===== src/rtl/step_shaper_if.sv =====
// step_shaper_if: bundles the per-axis step request inputs and the shaped driver-side outputs
// of step_shaper.
//   master : motion core / testbench side (drives requests, observes outputs)
//   slave  : step_shaper side
// Signals:
//   enable, step_in, dir_in, zero_pos   request/control inputs to the shaper
//   pos_min, pos_max                    signed soft limits (inclusive)
//   step_out, dir_out                   shaped driver pins
//   position                            signed step count
//   busy, limit_hit, overrun            status
interface step_shaper_if #(
   parameter int POS_W = 16
);
   logic                    enable;
   logic                    step_in;
   logic                    dir_in;
   logic                    zero_pos;
   logic signed [POS_W-1:0] pos_min;
   logic signed [POS_W-1:0] pos_max;
   logic                    step_out;
   logic                    dir_out;
   logic signed [POS_W-1:0] position;
   logic                    busy;
   logic                    limit_hit;
   logic                    overrun;

   modport master (
      output enable, step_in, dir_in, zero_pos, pos_min, pos_max,
      input  step_out, dir_out, position, busy, limit_hit, overrun
   );

   modport slave (
      input  enable, step_in, dir_in, zero_pos, pos_min, pos_max,
      output step_out, dir_out, position, busy, limit_hit, overrun
   );
endinterface


===== src/rtl/step_shaper.sv =====
// step_shaper: per-axis step/dir conditioner between motion core and driver pins.
// Enforces dir-to-step setup time and minimum step high/low widths, buffers one pending
// step, tracks signed absolute position and (optionally) drops steps crossing soft limits.
// Optional feature macro: STEP_SHAPER_LIMIT_EN (soft-limit checking; otherwise pos_min/pos_max
// are ignored and limit_hit stays 0).
// Ports:
//   clk    system clock
//   rst_n  asynchronous active-low reset
//   sif    step_shaper_if.slave (enable, step_in, dir_in, zero_pos, pos_min, pos_max in;
//          step_out, dir_out, position, busy, limit_hit, overrun out)
module step_shaper #(
   parameter int DIR_SETUP = 250,
   parameter int PULSE_W   = 250,
   parameter int POS_W     = 16
) (
   input  logic          clk,
   input  logic          rst_n,
   step_shaper_if.slave  sif
);

   localparam int CMAX  = (DIR_SETUP > PULSE_W) ? DIR_SETUP : PULSE_W;
   localparam int CNT_W = $clog2(CMAX + 1);

   typedef enum logic [1:0] {IDLE, SETUP, PULSE, GAP} state_t;

   state_t                  state_q;
   logic [CNT_W-1:0]        cnt_q;
   logic                    step_in_q;
   logic                    pend_q;
   logic                    pend_dir_q;
   logic                    step_out_q;
   logic                    dir_out_q;
   logic signed [POS_W-1:0] position_q;
   logic                    limit_hit_q;
   logic                    overrun_q;

   logic step_edge_d;
   logic consume_d;
   logic drop_d;
   logic start_pulse_d;

   always_comb begin
      step_edge_d = sif.step_in & ~step_in_q;
      // The pending slot is taken (either issued or dropped) only from IDLE with enable high.
      consume_d   = (state_q == IDLE) & pend_q & sif.enable;
      drop_d      = 1'b0;
`ifdef STEP_SHAPER_LIMIT_EN
      if (consume_d) begin
         if (pend_dir_q) drop_d = (position_q >= sif.pos_max);
         else            drop_d = (position_q <= sif.pos_min);
      end
`endif
      start_pulse_d = (consume_d & ~drop_d & (pend_dir_q == dir_out_q)) |
                      ((state_q == SETUP) & (cnt_q == '0));
   end

`ifndef STEP_SHAPER_LIMIT_EN
   logic unused_limits;
   assign unused_limits = ^{sif.pos_min, sif.pos_max};
`endif

   always_ff @(posedge clk or negedge rst_n) begin
      if (!rst_n) begin
         state_q     <= IDLE;
         cnt_q       <= '0;
         step_in_q   <= 1'b0;
         pend_q      <= 1'b0;
         pend_dir_q  <= 1'b0;
         step_out_q  <= 1'b0;
         dir_out_q   <= 1'b0;
         position_q  <= '0;
         limit_hit_q <= 1'b0;
         overrun_q   <= 1'b0;
      end else begin
         step_in_q   <= sif.step_in;
         limit_hit_q <= 1'b0;

         // Pending slot: a slot freed this cycle can be refilled by a same-cycle edge.
         if (consume_d) pend_q <= 1'b0;
         if (step_edge_d) begin
            if (pend_q && !consume_d) begin
               overrun_q <= 1'b1;
            end else begin
               pend_q     <= 1'b1;
               pend_dir_q <= sif.dir_in;
            end
         end

         case (state_q)
            IDLE: begin
               if (consume_d) begin
                  if (drop_d) begin
                     limit_hit_q <= 1'b1;
                  end else if (pend_dir_q != dir_out_q) begin
                     dir_out_q <= pend_dir_q;
                     cnt_q     <= CNT_W'(DIR_SETUP - 1);
                     state_q   <= SETUP;
                  end
               end
            end
            SETUP: begin
               if (cnt_q != '0) cnt_q <= cnt_q - 1'b1;
            end
            PULSE: begin
               if (cnt_q == '0) begin
                  step_out_q <= 1'b0;
                  cnt_q      <= CNT_W'(PULSE_W - 1);
                  state_q    <= GAP;
               end else begin
                  cnt_q <= cnt_q - 1'b1;
               end
            end
            GAP: begin
               if (cnt_q == '0) state_q <= IDLE;
               else             cnt_q   <= cnt_q - 1'b1;
            end
            default: state_q <= IDLE;
         endcase

         // dir_out already holds the step direction when a pulse starts (pend_dir may have
         // been refilled by a newer request during SETUP).
         if (start_pulse_d) begin
            step_out_q <= 1'b1;
            cnt_q      <= CNT_W'(PULSE_W - 1);
            state_q    <= PULSE;
            position_q <= dir_out_q ? position_q + POS_W'(1) : position_q - POS_W'(1);
         end

         if (sif.zero_pos) position_q <= '0;
      end
   end

   assign sif.step_out  = step_out_q;
   assign sif.dir_out   = dir_out_q;
   assign sif.position  = position_q;
   assign sif.busy      = (state_q != IDLE) | pend_q;
   assign sif.limit_hit = limit_hit_q;
   assign sif.overrun   = overrun_q;

endmodule

===== src/flat_wrapper.sv =====
// flat-port wrapper written by rule: the top's interface ports become plain ports
module step_shaper_flat 
#(
   parameter int DIR_SETUP = 250,
   parameter int PULSE_W   = 250,
   parameter int POS_W     = 16
)
  (clk, rst_n, sif_enable, sif_step_in, sif_dir_in, sif_zero_pos, sif_pos_min, sif_pos_max, sif_step_out, sif_dir_out, sif_position, sif_busy, sif_limit_hit, sif_overrun);
  step_shaper_if #(.POS_W(POS_W)) sif_i ();
  input  logic clk;
  input  logic rst_n;
  input wire logic [$bits(sif_i.enable)-1:0] sif_enable;
  input wire logic [$bits(sif_i.step_in)-1:0] sif_step_in;
  input wire logic [$bits(sif_i.dir_in)-1:0] sif_dir_in;
  input wire logic [$bits(sif_i.zero_pos)-1:0] sif_zero_pos;
  input wire logic [$bits(sif_i.pos_min)-1:0] sif_pos_min;
  input wire logic [$bits(sif_i.pos_max)-1:0] sif_pos_max;
  output wire logic [$bits(sif_i.step_out)-1:0] sif_step_out;
  output wire logic [$bits(sif_i.dir_out)-1:0] sif_dir_out;
  output wire logic [$bits(sif_i.position)-1:0] sif_position;
  output wire logic [$bits(sif_i.busy)-1:0] sif_busy;
  output wire logic [$bits(sif_i.limit_hit)-1:0] sif_limit_hit;
  output wire logic [$bits(sif_i.overrun)-1:0] sif_overrun;
  assign sif_i.enable = sif_enable;
  assign sif_i.step_in = sif_step_in;
  assign sif_i.dir_in = sif_dir_in;
  assign sif_i.zero_pos = sif_zero_pos;
  assign sif_i.pos_min = sif_pos_min;
  assign sif_i.pos_max = sif_pos_max;
  assign sif_step_out = sif_i.step_out;
  assign sif_dir_out = sif_i.dir_out;
  assign sif_position = sif_i.position;
  assign sif_busy = sif_i.busy;
  assign sif_limit_hit = sif_i.limit_hit;
  assign sif_overrun = sif_i.overrun;
  step_shaper #(.DIR_SETUP(DIR_SETUP), .PULSE_W(PULSE_W), .POS_W(POS_W)) u_core (.clk(clk), .rst_n(rst_n), .sif(sif_i));
endmodule

===== config.mk =====
export PLATFORM = sky130hd
export DESIGN_NAME = step_shaper_flat
export DESIGN_NICKNAME = d
export VERILOG_FILES = /design/src/rtl/step_shaper_if.sv /design/src/rtl/step_shaper.sv /design/src/flat_wrapper.sv
export SDC_FILE = /design/constraint.sdc
export NUM_CORES = 1
export LEC_CHECK = 0
export CELL_PAD_IN_SITES_DETAIL_PLACEMENT = 1
export CELL_PAD_IN_SITES_GLOBAL_PLACEMENT = 1
export CORE_MARGIN = 10
export CORE_UTILIZATION = 36
export CTS_BUF_LIST = sky130_fd_sc_hd__clkbuf_16
export DETAILED_ROUTE_END_ITERATION = 7
export HOLD_SLACK_MARGIN = 0.06
export PLACE_DENSITY = 0.83
export SYNTH_ARGS = -nofsm -noshare
export SYNTH_HDL_FRONTEND = slang
export SYNTH_SLANG_ARGS = --single-unit

===== constraint.sdc =====
create_clock -name clk -period 3.1 [get_ports clk]
set_clock_uncertainty 0.05 [all_clocks]
set_input_delay 0.465 -clock clk [delete_from_list [all_inputs] [get_ports clk]]
set_output_delay 0.465 -clock clk [all_outputs]
set_load 0.02 [all_outputs]

* After elaboration in Yosys (flattened, before gate mapping)
Index checks and enable logic that the tools add are counted.
** Operators by class
- Add/subtract/negate cells :: 3
- Multiplexer cells :: 22
- Bitwise operators :: 9
- Eq/ne operators :: 11
- Reduce and logical (&&, ||, !) cells :: 16
** Operator list (count)
- 2-to-1 mux 16 bit :: 3
- 2-to-1 mux 8 bit :: 6
- one-hot mux 8 bit (4 select lines) :: 1
- adder 16 x 2 -> 16 bit (second input constant) :: 1
- subtractor 16 x 2 -> 16 bit (second input constant) :: 1
- 2-to-1 mux 2 bit :: 5
- != test 3 x 1 -> 1 bit (second input constant) :: 3
- != test 3 x 2 -> 1 bit (second input constant) :: 3
- logical NOT 8 bit :: 1
- nonzero test 2 bit :: 4
- nonzero test 8 bit :: 1
- subtractor 8 x 1 -> 8 bit (second input constant) :: 1
- 2-to-1 mux 1 bit :: 6
- one-hot mux 2 bit (3 select lines) :: 1
- AND reduction 2 bit :: 3
- AND 1 bit :: 5
- AND reduction 5 bit :: 1
- equality test 2 bit (second input constant) :: 2
- AND reduction 4 bit :: 1
- nonzero test 4 bit :: 1
- AND reduction 3 bit :: 1
- equality test 2 x 1 -> 1 bit (second input constant) :: 1
- logical NOT 2 bit :: 1
- NOT 1 bit :: 2
- 5 further kinds :: 6
** Storage, ports and cells
- Logic and storage cells :: 70
- Register bits :: 32
- Input port bits :: 38

* Depth between registers and ports, before layout
Gate-level depths: netlist of the first run.
- Depth in word-level cells :: 7
- Depth in mapped cells :: 9
- Depth with buffers taken out :: 7

* Least setup slack after synthesis of the first run
Ideal clock, no wire load.
- Kind :: flip-flop to flip-flop
- Start :: register u_core.dir_out_q, in the netlist u_core.sif.dir_out
- End :: register u_core.position_q[10], in the netlist u_core.sif.position[10]
- Arrival :: 2.361 ns
- Path slack :: 0.622 ns
- Cell stages (with the launch flop) :: 8
- Period minus slack after synthesis :: 2.478 ns
- Required time :: 2.983 ns
- Cell sequence :: dfrtp_1 -> inv_1 -> ha_1 -> a21o_1 -> nand4_1 -> a211o_1 -> a2111oi_0 -> a311o_1
** On the way
- Word-level cells in the longest chain between the ends :: 4
** RTL lines
- start: declaration :: line step_shaper.sv:32 : logic dir_out_q;
- start signal: assignment :: line step_shaper.sv:95 : dir_out_q <= pend_dir_q;
- equality test 1 bit :: line step_shaper.sv:53 : start_pulse_d = (consume_d & ~drop_d & (pend_dir_q == dir_out_q)) |
- AND 1 bit :: line step_shaper.sv:53
- bitwise OR 1 bit :: line step_shaper.sv:53
- nonzero test 2 bit (no line)
- end signal: assignment :: line step_shaper.sv:126 : position_q <= dir_out_q ? position_q + POS_W'(1) : position_q - POS_W'(1);
- end: declaration :: line step_shaper.sv:33 : logic signed [POS_W-1:0] position_q;
Several ways; a longest one is shown, not always the timed one. The select of a mux whose other input is x is not followed.
A chain may end at the register's enable or synchronous reset.

* Worst setup path in the final report of the first run
Ends and elaborated chain as after synthesis.

==> results.yml, run 1 <==
clocking:
  cts_root_buf: "clkbuf_16"
  insertion_delay_ns: 0.28
  clk_pin_slew_ns: 0.06
  ctsResizeCount: 0
  cts_hold_buf: 0
  cts_tree: "built"
  postCtsSetupRepairBufs: 0
  clockBufferDepth: 2
  cts_made_buffers: 5
  cts_max_level: 2
  clock_sinks: 32
sta:
  slew_violations: 0
  setup_violations: 0
  min_period_over_period_pct: 82.7
  tightest_slew_ns: 0.646
  max_slew_margin_pct: 56.7
  setup_tns_ns: 0
  fmax_mhz: 390
  rsz0062_at_grt: "no"
  hold_violations: 0
  period_minus_slack_ns: 2.56
final_layout:
  final_nets: 334
  final_area_um2: 2750
  synthToLayoutAreaGrowth_pct: 21.7
  drive_gt1_share_pct: 6.41
  diodes: 0
global_route:
  grt_first_pass_wirelength_um: 10700
  overflow: 0
  grtUsageTotal_pct: 12.7
  antenna_found_initial: 0
  grt_pass1_vias: 2198
  grt_start_max_net_pins: 33
pwr:
  pwr_density_cell_nw_per_um2: 373
  combPwrFrac_pct: 4.4
  p_leak_nw: 1.18
  switching_share_pct: 20.6
  p_switching_w: 0.000211
  peakVddDrop_uv: 292
  pwr-share-seq_pct: 41.6
  clkPwrFrac_pct: 53.9
  p_int_w: 0.000815
setup_path:
  rr_worst_depth: 7
  crit_fanout: 7
  arrival_ns: 2.73
  criticalPathCategory: "reg2reg"
  cp.required_ns: 3.27
  endpoint_kind: "register"
  start_kind: "register"
synth:
  synth-seq-cells: 32
  ys_types: 53
  yosysSeqAreaShare_pct: 35.4
  synthCells: 253
  netlist_area_um2: 2260
  synth_common_cells: "nand2_1 (33), dfrtp_1 (32), a21oi_1 (26)"
  synth_edf_count: 0
  yosysWarnings: 0
  synthTopCellsByArea: "dfrtp_1 (35%), ha_1 (8.3%), a21oi_1 (5.8%)"
  yosys.area.top_type_share_pct: 35.4
  syn_nets: 307
  avgSynthCellArea_um2: 8.94
  synth_top_area_cell: "dfrtp_1"
  synth_most_common_cell: "nand2_1"
  synthArstFlopShare_pct: 100
  synth_ff_type: "dfrtp_1"
worst_hold_path:
  min_path_type: "reg2reg"
  holdPathStages: 1
floorplanning:
  boundaryPins: 59
  start_util_pct: 37.5
  fp.dieW_um: 99.3
  die_h_um: 99.3
  core.rowCount: 28
  die_area_um2: 9850
  core_um2: 6030
route:
  via_per_inst: 5.84
  post_drt_wl_per_cell_um: 17.2
  drcViolationCount: 0
  totalWireLength_um: 6120
  dr.pass1.iters: 4
  drtIter0Drc: 95
  ant_nets: 0
  via_count: 2080
placement:
  dp_hpwl_um: 4360
  gp_congestion: 0.815
  numPortBuffers: 25
  placed_cell_area_um2: 2590
outcome:
  outcome: "finished, final reports clean"
run:
  cap_violations: 0
-- worst max-delay path: stages (launching register included) --
cell and delay (ns):
dfrtp_1 0.43, inv_1 0.19, ha_1 0.40, a21o_1 0.17
nand4_1 0.22, a211o_1 0.42, a2111oi_0 0.45, a311o_1 0.18
-- worst paths after layout --
| kind | from | end | slack [ns] |
|---|---|---|---|
| setup / recovery | u_core.sif.dir_out | u_core.sif.position[10] | 0.54 |
| hold reg to reg | u_core.sif.overrun | u_core.sif.overrun | 0.43 |
| max in group asynchronous | rst_n | u_core.sif.position[6] | 2.14 |
| setup reg to reg | u_core.sif.dir_out | u_core.sif.position[10] | 0.54 |
| hold / removal | u_core.sif.overrun | u_core.sif.overrun | 0.43 |
| min in group asynchronous | rst_n | u_core.sif.overrun | 0.55 |
-- per-stage QoR --
stage	util [%]	setup WS, ns	cells	total power [W]	hold WS, ns
after floorplan	-	0.622	253	0.000455	0.119
after global routing	45.7	0.375	356	0.00106	0.440
after CTS	45.7	0.513	356	0.00104	0.430
final	45.7	0.538	356	0.00103	0.426
after detailed placement	43.0	0.504	348	0.000481	0.418
after global placement	43.0	0.537	348	0.000480	0.409
-- cells in the final DEF (no fill, tap or decap), drive strengths merged, types with 3 or more instances in the layout --
master / n
o21ai: 12
clkdlybuf4s50: 25
xor2: 6
or3: 4
clkbuf: 5
xnor2: 7
a21o: 7
a21oi: 26
o211ai: 8
nand4: 3
nand2: 33
a21boi: 3
nand3: 12
buf: 4
dfrtp: 32
ha: 15
nor3: 3
nor2: 16
a211oi: 6
inv: 5
nand4b: 3
nor2b: 5
nand3b: 3
-- cell families after synthesis --
| logic type | after synthesis | synth area share (%) |
|---|---|---|
| and+or+nand+nor | 95 | 23.0 |
| DFF | 32 | 35.4 |
| muxes | 4 | 1.88 |
| buffers and inverters | 14 | 2.88 |
| other | 1 | 0.166 |
| AOI/OAI and AO/OA | 78 | 22.5 |
| adders and majority gates | 16 | 9.18 |
| xor gates and xnor gates | 13 | 5.03 |
-- cell type report --
cell class	count	area [µm²]
Multi-Input combinational cell	207	1400
Sequential cell	32	801
Tap cell	75	93.8
Clock inverter	3	37.5
Timing Repair Buffer	29	280
Fill cell	725	3270
Inverter	5	18.8
Clock buffer	5	125
-- sequential cells by signal, indices dropped and copies added (netlist names) --
register,count
u_core.pend_dir_q,1
u_core.sif.step_out,1
u_core.step_in_q,1
u_core.sif.position,16
u_core.state_q,2
u_core.pend_q,1
u_core.cnt_q,8
u_core.sif.dir_out,1
u_core.sif.overrun,1
-- routing by layer --
metal / GRT usage [%] / part of all wire, %
met5: 0 / 0
met1: 15.0 / 46
met4: 4.96 / 2.2
met3: 2.98 / 3.7
met2: 21.6 / 49
-- power by group through the flow --
stage / Sequential, W / Combinational [W] / Clock [W]
after floorplan: 0.000436 / 0.0000193 / 0
after global placement: 0.000434 / 0.0000451 / 0
after detailed placement: 0.000435 / 0.0000465 / 0
after CTS: 0.000427 / 0.0000469 / 0.000564
after global routing: 0.000428 / 0.0000501 / 0.000582
final: 0.000428 / 0.0000453 / 0.000554
(Power assumes the default switching activity.)
==> run 2: changes to the inputs <==
- CORE_UTILIZATION: 36 -> 33
- PLACE_DENSITY: 0.83 -> 0.8
- clock period: 3.1 -> 2.22 ns (I/O delays scaled with it)
==> run 2 against run 1 <==
Via count is 9.0% higher. The flow now finishes with violations (negative setup slack). Sequential cell count unchanged. Critical path depth rose by 1. Critical endpoint is now u_core.sif.position[12]. Largest power group unchanged. Clock-buffer cell count stayed put. Design area increased by 16%.
==> results.yml, run 2 (synthesized netlist as in run 1, its figures left out) <==
floorplanning:
  boundaryPins: 59
  start_util_pct: 33.7
  core_um2: 6720
  fp.dieW_um: 103
  core.rowCount: 30
  die_area_um2: 10600
  die_h_um: 103
setup_path:
  crit_end: "u_core.sif.position[12]"
  rr_worst_depth: 8
  path_depth: 8
  startpoint: "u_core.sif.dir_out"
  endpoint_kind: "register"
  worst_r2r_endpoint: "u_core.sif.position[12]"
  crit_fanout: 4
  slowest_stage: "a211o_4"
  cp_top_family: "compound AO/OA/AOI/OAI gates"
  reg2reg_from: "u_core.sif.dir_out"
  crit_buf_inv: 2
  critical_path.cell_chain: "clkinvlp_4 -> buf_12 -> ha_4 -> a21o_1 -> nand4_1 -> a211o_4 -> a2111o_1 -> o211ai_1"
  criticalPathCategory: "reg2reg"
  cp.required_ns: 2.37
  slowest_delay_ns: 0.43
  start_kind: "register"
  arrival_ns: 2.50
  reg2reg_slack_ns: -0.13
final_layout:
  layout_common_cells: "buf_4 (35), nand2_1 (33), dfrtp_1 (31)"
  final_area_um2: 3200
  synthToLayoutAreaGrowth_pct: 41.3
  largest_reg_flops: 16
  final_nets: 368
  diodes: 0
  drive_gt1_share_pct: 22.9
  final_common_cell: "buf_4"
route:
  met3_length_um: 236
  dr.pass1.iters: 4
  highest_layer: "met4"
  ant_nets: 0
  via_count: 2267
  post_drt_wl_per_cell_um: 18.2
  wl_met1_um: 3140
  drcViolationCount: 0
  wl_met2_um: 3660
  via_per_inst: 5.74
  totalWireLength_um: 7180
  drtIter0Drc: 113
sta:
  rsz0062_at_grt: "yes"
  period_minus_slack_ns: 2.35
  setup_violations: 4
  min_period_over_period_pct: 106
  setup_ws_ns: -0.134
  fmax_mhz: 425
  hold-worst-slack_ns: 0.414
  hold_violations: 0
  slew_violations: 0
placement:
  numPortBuffers: 25
  gp_congestion: 0.805
  placed_cell_area_um2: 2900
  dp_hpwl_um: 4890
clocking:
  clockBufferDepth: 2
  insertion_delay_ns: 0.28
  clk_pin_slew_ns: 0.06
  cts_hold_buf: 0
  clock_sinks: 32
  cts_tree: "built"
  cts_made_buffers: 5
  cts_max_level: 2
  cts_root_buf: "clkbuf_16"
global_route:
  grt_pass1_vias: 2449
  grtUsageTotal_pct: 14.6
  overflow: 0
  grt_first_pass_wirelength_um: 12300
  antenna_found_initial: 0
  grt_start_max_net_pins: 33
outcome:
  violations: "negative setup slack"
  outcome: "complete, but fails checks"
pwr:
  peakVddDrop_uv: 263
  p_leak_nw: 1.32
  pwr_density_cell_nw_per_um2: 416
worst_hold_path:
  min_path_type: "in2async"
run:
  cap_violations: 0
[run 2: cell types whose count changed in the layout (fill, tap and decap cells not counted), sizes merged]
cell	previous run	this run
bufinv	1	0
clkinvlp	0	1
buf	4	38
[run 2: routing by layer]
| layer | up-vias | GRT usage [%] |
|---|---|---|
| li1 | 1065 | - |
| met1 | 1146 | 17.2 |
| met2 | 42 | 25.2 |
| met3 | 14 | 2.95 |
| met4 | 0 | 5.99 |
| met5 | - | 0 |
[run 2: final cells by class]
type | count | area [µm²]
clock buffers | 5 | 125
clock inverters | 3 | 11.3
fillers | 767 | 3520
inverters | 5 | 22.5
multi-input cells | 207 | 1570
flip-flops and latches | 32 | 802
well taps | 80 | 100
repair buffers | 63 | 564
[run 2: stage by stage]
stage               power, W  worst slack, ns  instances  TNS (ns)  util, %
floorplan           0.000636           -0.117        253    -0.348        -
detailed placement  0.000676          -0.0742        385    -0.221     43.2
global route         0.00137           -0.240        395     -1.10     47.6
global placement    0.000673           0.0143        385         0     43.2
CTS                  0.00133          -0.0433        394   -0.0433     47.0
finish               0.00133           -0.134        395    -0.279     47.6
[run 2: power by group]
group	internal [W]	switching (W)
Sequential	0.000590	0.00000694
Combinational	0.0000302	0.0000384
Clock	0.000404	0.000261
[run 2: what timing repair did]
item                       4_1_cts  5_1_grt
pin swaps                        3        3
gates resized for setup         14        7
setup buffers                    1        1
setup endpoints to repair        7        9
[run 2: how the worst min path moves through the flow]
stage / cells past startpoint / end / start
3_3_place_gp: 1 / u_core.sif.overrun / u_core.sif.overrun
4_1_cts: 1 / u_core.sif.overrun / u_core.sif.overrun
3_5_place_dp: 1 / u_core.sif.overrun / u_core.sif.overrun
2_1_floorplan: 0 / u_core.cnt_q[0] / rst_n
6_report: 2 / u_core.sif.position[15] / rst_n
5_1_grt: 1 / u_core.sif.overrun / u_core.sif.overrun
